===== src/rtl/stopwatch_pkg.sv =====
// Shared constants and helpers for the BCD stopwatch: digit limits, preset clamp, default tick divider.
package stopwatch_pkg;

  localparam logic [3:0]  MOD10_MAX        = 4'd9;
  localparam logic [3:0]  MOD6_MAX         = 4'd5;
  localparam int unsigned DEFAULT_TICK_DIV = 500000;

  // Saturate each nibble of a packed {tens, units} value into the 00-59 range.
  function automatic logic [7:0] clamp_bcd(input logic [7:0] v);
    logic [3:0] tens;
    logic [3:0] units;
    tens  = (v[7:4] > MOD6_MAX)  ? MOD6_MAX  : v[7:4];
    units = (v[3:0] > MOD10_MAX) ? MOD10_MAX : v[3:0];
    return {tens, units};
  endfunction

endpackage


===== src/rtl/stopwatch_counter_if.sv =====
// Control triple from the keypad controller and BCD time outputs toward the display mux.
interface stopwatch_counter_if;
  import stopwatch_pkg::*;

  logic       clr_n;
  logic       en;
  logic       load;
  logic [7:0] load_min;
  logic [7:0] load_sec;
  logic [7:0] min;
  logic [7:0] sec;
  logic [7:0] cs;
  logic       tick;
  logic       wrap;
  logic       running;

  modport master (
    output clr_n, en, load, load_min, load_sec,
    input  min, sec, cs, tick, wrap, running
  );

  modport slave (
    input  clr_n, en, load, load_min, load_sec,
    output min, sec, cs, tick, wrap, running
  );

endinterface


===== src/rtl/bcd_digit.sv =====
// One BCD digit of the chain: counts 0..MAX, carry is combinational so the chain settles within a tick.
module bcd_digit
  import stopwatch_pkg::*;
#(
  parameter logic [3:0] MAX = MOD10_MAX
) (
  input  logic       clk,
  input  logic       rst,
  input  logic       clr,
  input  logic       ld,
  input  logic [3:0] ld_val,
  input  logic       inc,
  output logic [3:0] q,
  output logic       carry
);

  assign carry = inc & (q == MAX);

  always_ff @(posedge clk or posedge rst) begin
    if (rst) begin
      q <= 4'd0;
    end else if (clr) begin
      q <= 4'd0;
    end else if (ld) begin
      q <= ld_val;
    end else if (inc) begin
      q <= (q == MAX) ? 4'd0 : q + 4'd1;
    end
  end

endmodule


===== src/rtl/stopwatch_counter.sv =====
// MM:SS.CC stopwatch: centisecond prescaler, clear/load/count priority decode and a six-digit BCD chain.
module stopwatch_counter
  import stopwatch_pkg::*;
#(
  parameter int unsigned TICK_DIV = DEFAULT_TICK_DIV,
  parameter int unsigned PW       = 19
) (
  input  logic                clk,
  input  logic                rst,
  stopwatch_counter_if.slave  bus
);

  logic [PW-1:0] presc;
  logic          tick_q;
  logic          wrap_q;
  logic          running_q;

  logic       clr;
  logic       ld;
  logic       cnt;
  logic       expire;
  logic       tick_nxt;
  logic [7:0] ld_min;
  logic [7:0] ld_sec;

  logic [3:0] cs_u, cs_t, sec_u, sec_t, min_u, min_t;
  logic       c_cs_u, c_cs_t, c_sec_u, c_sec_t, c_min_u, c_min_t;

  // Priority: clear > load > count > hold.
  assign clr      = ~bus.clr_n;
  assign ld       = bus.clr_n & bus.load;
  assign cnt      = bus.clr_n & ~bus.load & bus.en;
  assign expire   = (presc == PW'(TICK_DIV - 1));
  assign tick_nxt = cnt & expire;
  assign ld_min   = clamp_bcd(bus.load_min);
  assign ld_sec   = clamp_bcd(bus.load_sec);

  always_ff @(posedge clk or posedge rst) begin
    if (rst) begin
      presc     <= '0;
      tick_q    <= 1'b0;
      wrap_q    <= 1'b0;
      running_q <= 1'b0;
    end else begin
      tick_q    <= tick_nxt;
      wrap_q    <= c_min_t;
      running_q <= bus.en & bus.clr_n & ~bus.load;
      if (clr || ld) begin
        presc <= '0;
      end else if (cnt) begin
        presc <= expire ? '0 : presc + PW'(1);
      end
    end
  end

  bcd_digit #(.MAX(MOD10_MAX)) u_cs_u (
    .clk(clk), .rst(rst), .clr(clr), .ld(ld), .ld_val(4'd0),
    .inc(tick_nxt), .q(cs_u), .carry(c_cs_u)
  );
  bcd_digit #(.MAX(MOD10_MAX)) u_cs_t (
    .clk(clk), .rst(rst), .clr(clr), .ld(ld), .ld_val(4'd0),
    .inc(c_cs_u), .q(cs_t), .carry(c_cs_t)
  );
  bcd_digit #(.MAX(MOD10_MAX)) u_sec_u (
    .clk(clk), .rst(rst), .clr(clr), .ld(ld), .ld_val(ld_sec[3:0]),
    .inc(c_cs_t), .q(sec_u), .carry(c_sec_u)
  );
  bcd_digit #(.MAX(MOD6_MAX)) u_sec_t (
    .clk(clk), .rst(rst), .clr(clr), .ld(ld), .ld_val(ld_sec[7:4]),
    .inc(c_sec_u), .q(sec_t), .carry(c_sec_t)
  );
  bcd_digit #(.MAX(MOD10_MAX)) u_min_u (
    .clk(clk), .rst(rst), .clr(clr), .ld(ld), .ld_val(ld_min[3:0]),
    .inc(c_sec_t), .q(min_u), .carry(c_min_u)
  );
  // Carry out of the top digit is exactly the 59:59.99 -> 00:00.00 rollover.
  bcd_digit #(.MAX(MOD6_MAX)) u_min_t (
    .clk(clk), .rst(rst), .clr(clr), .ld(ld), .ld_val(ld_min[7:4]),
    .inc(c_min_u), .q(min_t), .carry(c_min_t)
  );

  assign bus.min     = {min_t, min_u};
  assign bus.sec     = {sec_t, sec_u};
  assign bus.cs      = {cs_t, cs_u};
  assign bus.tick    = tick_q;
  assign bus.wrap    = wrap_q;
  assign bus.running = running_q;

endmodule


===== src/flat_wrapper.sv =====
// flat-port wrapper written by rule: the top's interface ports become plain ports
module stopwatch_counter_flat import stopwatch_pkg::*;
#(
  parameter int unsigned TICK_DIV = DEFAULT_TICK_DIV,
  parameter int unsigned PW       = 19
)
  (clk, rst, bus_clr_n, bus_en, bus_load, bus_load_min, bus_load_sec, bus_min, bus_sec, bus_cs, bus_tick, bus_wrap, bus_running);
  stopwatch_counter_if bus_i ();
  input  logic clk;
  input  logic rst;
  input wire logic [$bits(bus_i.clr_n)-1:0] bus_clr_n;
  input wire logic [$bits(bus_i.en)-1:0] bus_en;
  input wire logic [$bits(bus_i.load)-1:0] bus_load;
  input wire logic [$bits(bus_i.load_min)-1:0] bus_load_min;
  input wire logic [$bits(bus_i.load_sec)-1:0] bus_load_sec;
  output wire logic [$bits(bus_i.min)-1:0] bus_min;
  output wire logic [$bits(bus_i.sec)-1:0] bus_sec;
  output wire logic [$bits(bus_i.cs)-1:0] bus_cs;
  output wire logic [$bits(bus_i.tick)-1:0] bus_tick;
  output wire logic [$bits(bus_i.wrap)-1:0] bus_wrap;
  output wire logic [$bits(bus_i.running)-1:0] bus_running;
  assign bus_i.clr_n = bus_clr_n;
  assign bus_i.en = bus_en;
  assign bus_i.load = bus_load;
  assign bus_i.load_min = bus_load_min;
  assign bus_i.load_sec = bus_load_sec;
  assign bus_min = bus_i.min;
  assign bus_sec = bus_i.sec;
  assign bus_cs = bus_i.cs;
  assign bus_tick = bus_i.tick;
  assign bus_wrap = bus_i.wrap;
  assign bus_running = bus_i.running;
  stopwatch_counter #(.TICK_DIV(TICK_DIV), .PW(PW)) u_core (.clk(clk), .rst(rst), .bus(bus_i));
endmodule

===== config.mk =====
export PLATFORM = sky130hd
export DESIGN_NAME = stopwatch_counter_flat
export DESIGN_NICKNAME = d
export VERILOG_FILES = /design/src/rtl/stopwatch_pkg.sv /design/src/rtl/stopwatch_counter_if.sv /design/src/rtl/bcd_digit.sv /design/src/rtl/stopwatch_counter.sv /design/src/flat_wrapper.sv
export SDC_FILE = /design/constraint.sdc
export NUM_CORES = 1
export LEC_CHECK = 0
export BUFFER_PORTS_ARGS = -buffer_cell sky130_fd_sc_hd__buf_2
export CAP_MARGIN = 30
export CELL_PAD_IN_SITES_DETAIL_PLACEMENT = 1
export CELL_PAD_IN_SITES_GLOBAL_PLACEMENT = 2
export CORE_UTILIZATION = 34
export CTS_CLUSTER_DIAMETER = 80
export DETAILED_ROUTE_END_ITERATION = 10
export HOLD_SLACK_MARGIN = 0.02
export PLACE_DENSITY = 0.77
export SYNTH_ARGS = -nofsm -noshare
export SYNTH_HDL_FRONTEND = slang
export SYNTH_HIERARCHICAL = 1
export SYNTH_SLANG_ARGS = --single-unit

===== constraint.sdc =====
create_clock -name clk -period 5.8 [get_ports clk]
set_input_delay 1.16 -clock clk [delete_from_list [all_inputs] [get_ports clk]]
set_output_delay 1.16 -clock clk [all_outputs]
set_load 0.05 [all_outputs]

-- Yosys cells after proc, flatten, opt, wreduce, memory -nomap -nowiden
Index checks and enable logic that the tools add are counted.
- mux-type cells: 31
- add/sub/neg operators: 7
- bitwise logic cells: 14
- equal/unequal tests: 13
- order comparisons: 4
- reductions and logical operators: 2
- operators by type and width (cell ; number):
    2-to-1 mux 4 bit ; 28
    2-to-1 mux 19 bit ; 3
    adder 4 x 1 -> 4 bit (second input constant) ; 6
    adder 19 x 1 -> 19 bit (second input constant) ; 1
    == test 19 bit (second input constant) ; 1
    inequality test 3 x 1 -> 1 bit (second input constant) ; 6
    == test 4 bit (second input constant) ; 4
    AND 1 bit ; 12
    == test 4 x 3 -> 1 bit (second input constant) ; 2
    greater-than comparator 4 x 3 -> 1 bit (second input constant) ; 2
    greater-than comparator 4 bit (second input constant) ; 2
    NOT 1 bit ; 2
    nonzero test 2 bit ; 1
    logical OR 1 bit ; 1
- register bits after elaboration: 46
- output and inout port bits: 27
- input port bits: 21
- word-level logic and storage cells: 81

-- Longest topological paths before layout
- word-level depth: 12
- depth in mapped cells: 18
- mapped depth without buffers: 17

-- Hierarchy
The synthesis kept the hierarchy.
- by module, submodules not included (module ; instances ; seq. area each (um2) ; area each (um2) ; cells an instance):
    stopwatch_counter ; 1 ; 550.5 ; 1388.8 ; 155
    bcd_digit at u_core.u_cs_t ... ; 4 ; 100.1 ; 267.8 ; 30
    bcd_digit at u_core.u_min_t ... ; 2 ; 100.1 ; 257.7 ; 29

-- Worst setup path before layout
No wires, ideal clock.
- path type: input port to flip-flop
- start point: input port bus_load
- end point: register u_core.u_min_t.q[1]
- data arrival time: 5.441 ns
- setup time: 0.095 ns
- buffers on the path: 1
- cell stages on the path: 18
- slack: 0.264 ns
- required time: 5.705 ns
- cells stage by stage: nand2b_1 or2_2 clkbuf_1 inv_1 and3_1 nand2_1 nor3_1 nand2_1 nor3_1 nand2_1 nor3_1 nand2_2 nor3_1 nand2_1 nor3_1 nand2_2 or3b_1 a221oi_2
- cells in the longest elaborated chain, start to end: 10
- elaborated cells between the ends (all ways): 13
- classes of those cells: eq/ne: 1; mux: 2; bitwise: 10
- RTL lines (what ; line ; text):
    start, declared ; flat_wrapper.sv:13 ; input wire logic [$bits(bus_i.load)-1:0] bus_load;
    NOT 1 bit ; stopwatch_counter.sv:32 ; assign cnt = bus.clr_n & ~bus.load & bus.en;
    AND 1 bit (2 in series) ; stopwatch_counter.sv:32 ;
    AND 1 bit ; stopwatch_counter.sv:34 ; assign tick_nxt = cnt & expire;
    via u_core.tick_nxt ; stopwatch_counter.sv:22 ; logic tick_nxt;
    AND 1 bit ; bcd_digit.sv:17 ; assign carry = inc & (q == MAX);
    via u_core.c_cs_u ; stopwatch_counter.sv:27 ; logic c_cs_u, c_cs_t, c_sec_u, c_sec_t, c_min_u, c_min_t;
    AND 1 bit ; bcd_digit.sv:17 ;
    via u_core.c_cs_t ; stopwatch_counter.sv:27 ;
    AND 1 bit ; bcd_digit.sv:17 ;
    via u_core.c_sec_u ; stopwatch_counter.sv:27 ;
    AND 1 bit ; bcd_digit.sv:17 ;
    via u_core.c_sec_t ; stopwatch_counter.sv:27 ;
    AND 1 bit ; bcd_digit.sv:17 ;
    via u_core.c_min_u ; stopwatch_counter.sv:27 ;
    inequality test 3 x 1 -> 1 bit (no source line) ; n/a ;
    end signal, assigned ; bcd_digit.sv:25 ; q <= ld_val;
    end signal, assigned ; bcd_digit.sv:27 ; q <= (q == MAX) ? 4'd0 : q + 4'd1;
    end, declared ; bcd_digit.sv:13 ; output logic [3:0] q,
The timed path passes the listed nets, and every way through them passes these cells.
A chain may end at the register's enable or synchronous reset.

-- Final worst setup path
Ends and elaborated chain as after synthesis.

==> flow_summary.toml <==
[grt]
grt_pass1_vias = 2604
grt_pass1_wl_mm = 12.4
grt_max_degree = 49
antenna_found_initial = 0
grt_overflow = 0
grtUsageTotal = 0.173

[place]
gp_congestion = 0.772
post_dp_cell_area_sq_mm = 0.00335
pre_cts_slack_ns = 0.499
io_buffers = 47
placedCellCount = 486
hpwl_mm = 5.41

[timing]
drv_slew = 0
fin_setup_tns_ns = 0
setup_viol = 0
hold_violations = 0
skew_ns = 0.0136
fin_crit_ns = 4.98
tightestPinTransition_ns = 1.00
fin_crit_sh = 0.858
worst_slack_ns = 0.824
grt_setup_unrepaired = "false"
maxSlewHeadroom = 0.333
max_freq_mhz = 201

[cts]
clk_latency_ns = 0.31
cts_setup_buffers = 0
clk_path_buf_depth = 2
cts_tree = "yes"
cts_root_buf = "clkbuf_8"
numClockSinks = 46
numCtsBuffers = 5
cts.clk_slew.worst_paths_ns = 0.10
post_cts_resized = 0
htreeDepth = 2
postCtsHoldBufs = 0

[floorplan]
die_w_um = 95.5
start_util = 0.357
core_sq_mm = 0.00834
dieArea_sq_mm = 0.00913
die_h_um = 95.5
io_pins = 48
row_count = 33

[final_layout]
layout.cells.non_filler = 494
syn2layout_area_growth_pct = 15.5
drive_above_1_share = 0.213
fillers = 1032
mostFrequentLayoutCell = "buf_2"
final_cell_area_sq_mm = 0.00344
fin_nets = 410
layout_common_cells = "buf_2, dfrtp_1, nand2_1"
n_antenna_cell = 0

[yosys]
yosysWarnings = 6
synth_seq_cells = 46
syn_avg_cell_area_sq_um = 8.93
ys_seq_area_frac = 0.387
synth_cell_types = 53
synthFlopType = "dfrtp_1"
synth.cell_area_sq_mm = 0.00298
synth_cells = 333
async_flop_share = 1.00
synth_edf_count = 0

[drt]
first_iter_violations = 75
num_vias = 2544
viasPerCell = 5.15
drc_errors = 0
dr.pass1.iters = 4
finalWirelength_mm = 7.41
ant_nets = 0
wl_per_cell_um = 15.0

[status]
status = "finished, final reports clean"

[critical_path]
worstPathRequired_ns = 6.02
startpoint = "bus_load"
crit_path_end_kind = "register"
path_class = "input port to register"
r2r_cells = 20
regToRegEndpoint = "u_core/u_min_t/q[1]"
worstSetupEndpoint = "u_core/u_min_t/q[1]"
cp.arrival_ns = 5.19
r2r_slack_ns = 1.30
path_max_fanout = 10
timing.rr.start = "u_core/presc[7]"
worstSetupStartpointType = "input port"

[job]
maxCapViolations = 0

[pwr]
powerDensity_mw_per_mm2 = 192
total_leakage_power_nw = 1.59
ir_drop_uv = 71.9

[worst_hold_path]
hold_path_class = "register to register"
[area by class of cell]
class	instances	area, sq um	area share
inverter	22	82.6	0.0240
clock inverter	2	13.8	0.00401
sequential	46	1150	0.335
multi-input combinational	259	1670	0.487
tap	105	131	0.0382
timing repair buffer	54	312	0.0907
clock buffer	6	72.6	0.0211
[flip-flops by register name, indices dropped and copies added (netlist names), 4 cells and up]
signal,count
u_core/presc,19
u_core/u_sec_t/q,4
u_core/u_cs_t/q,4
u_core/u_min_u/q,4
u_core/u_cs_u/q,4
u_core/u_min_t/q,4
u_core/u_sec_u/q,4
[synth_stat cells (7+ instances only)]
cell type	n	area, sq um
nor3_1	9	45.0
mux2i_1	8	80.1
clkbuf_1	7	26.3
nand3_1	22	110
nor2b_1	16	100
xor2_1	12	105
a21oi_1	14	70.1
inv_1	22	82.6
a31oi_1	8	50.1
nand2b_1	12	75.1
nand2_1	29	109
xnor2_1	7	61.3
nand4_1	7	43.8
or3_1	7	43.8
nor2_1	17	63.8
dfrtp_1	46	1150
[worst min path at each step]
stage / startpoint / to / slack [ns] / cells after the start
6_report: u_core/presc[1] / u_core/presc[1] / 0.54 / 1
5_1_grt: u_core/presc[1] / u_core/presc[1] / 0.58 / 1
4_1_cts: u_core/presc[1] / u_core/presc[1] / 0.54 / 1
3_5_place_dp: u_core/presc[1] / u_core/presc[1] / 0.52 / 1
3_3_place_gp: u_core/presc[1] / u_core/presc[1] / 0.51 / 1
2_1_floorplan: u_core/presc[1] / u_core/presc[1] / 0.49 / 1
[worst max-delay path, cell delays in order]
cell      delay [ns]
buf_2           0.10
nand2b_1        0.23
or2_2           0.42
inv_1           0.15
and3_1          0.29
nand2_1         0.12
nor3_1          0.26
nand2_1         0.14
nor3_1          0.19
buf_4           0.16
nand2_1         0.09
nor3_1          0.20
buf_4           0.17
nand2_2         0.07
nor3_1          0.17
buf_4           0.16
nand2_1         0.08
nor3_1          0.20
buf_4           0.17
nand2_2         0.06
or3b_1          0.37
a221oi_2        0.23
[where the power goes]
group          switching, mW  total [mW]  leakage, nW  internal [mW]
registers             0.0146       0.344        0.630          0.330
logic                 0.0753       0.111        0.917         0.0358
clock network          0.119       0.205       0.0452         0.0855
[logic make-up (layout without fill, tap and decap cells)]
| family | after synthesis | in the layout | share of synthesized area |
|---|---|---|---|
| AO/OA/AOI/OAI | 58 | 58 | 0.134 |
| adder cells (fa/ha/maj) | 1 | 1 | 0.00420 |
| buffers and inverters | 37 | 84 | 0.0627 |
| XOR/XNOR | 19 | 19 | 0.0559 |
| other | 1 | 10 | 0.00126 |
| AND/OR/NAND/NOR | 162 | 162 | 0.325 |
| multiplexers | 9 | 9 | 0.0307 |
| flip-flops | 46 | 46 | 0.387 |
[routing by layer]
metal / GRT usage / vias to the layer above / wire length, um
met5: 0 / - / 0
met3: 0.0247 / 9 / 203
li1: - / 1271 / -
met1: 0.228 / 1232 / 3580
met4: 0.0485 / 0 / 85
met2: 0.296 / 32 / 3540
[per-stage QoR]
stage | power (mW) | utilization | hold WS, ns
floorplan | 0.430 | - | 0.492
global placement | 0.458 | 0.397 | 0.511
detailed placement | 0.463 | 0.402 | 0.519
CTS | 0.667 | 0.412 | 0.545
global route | 0.689 | 0.412 | 0.577
finish | 0.660 | 0.412 | 0.541
(Power assumes the default switching activity.)
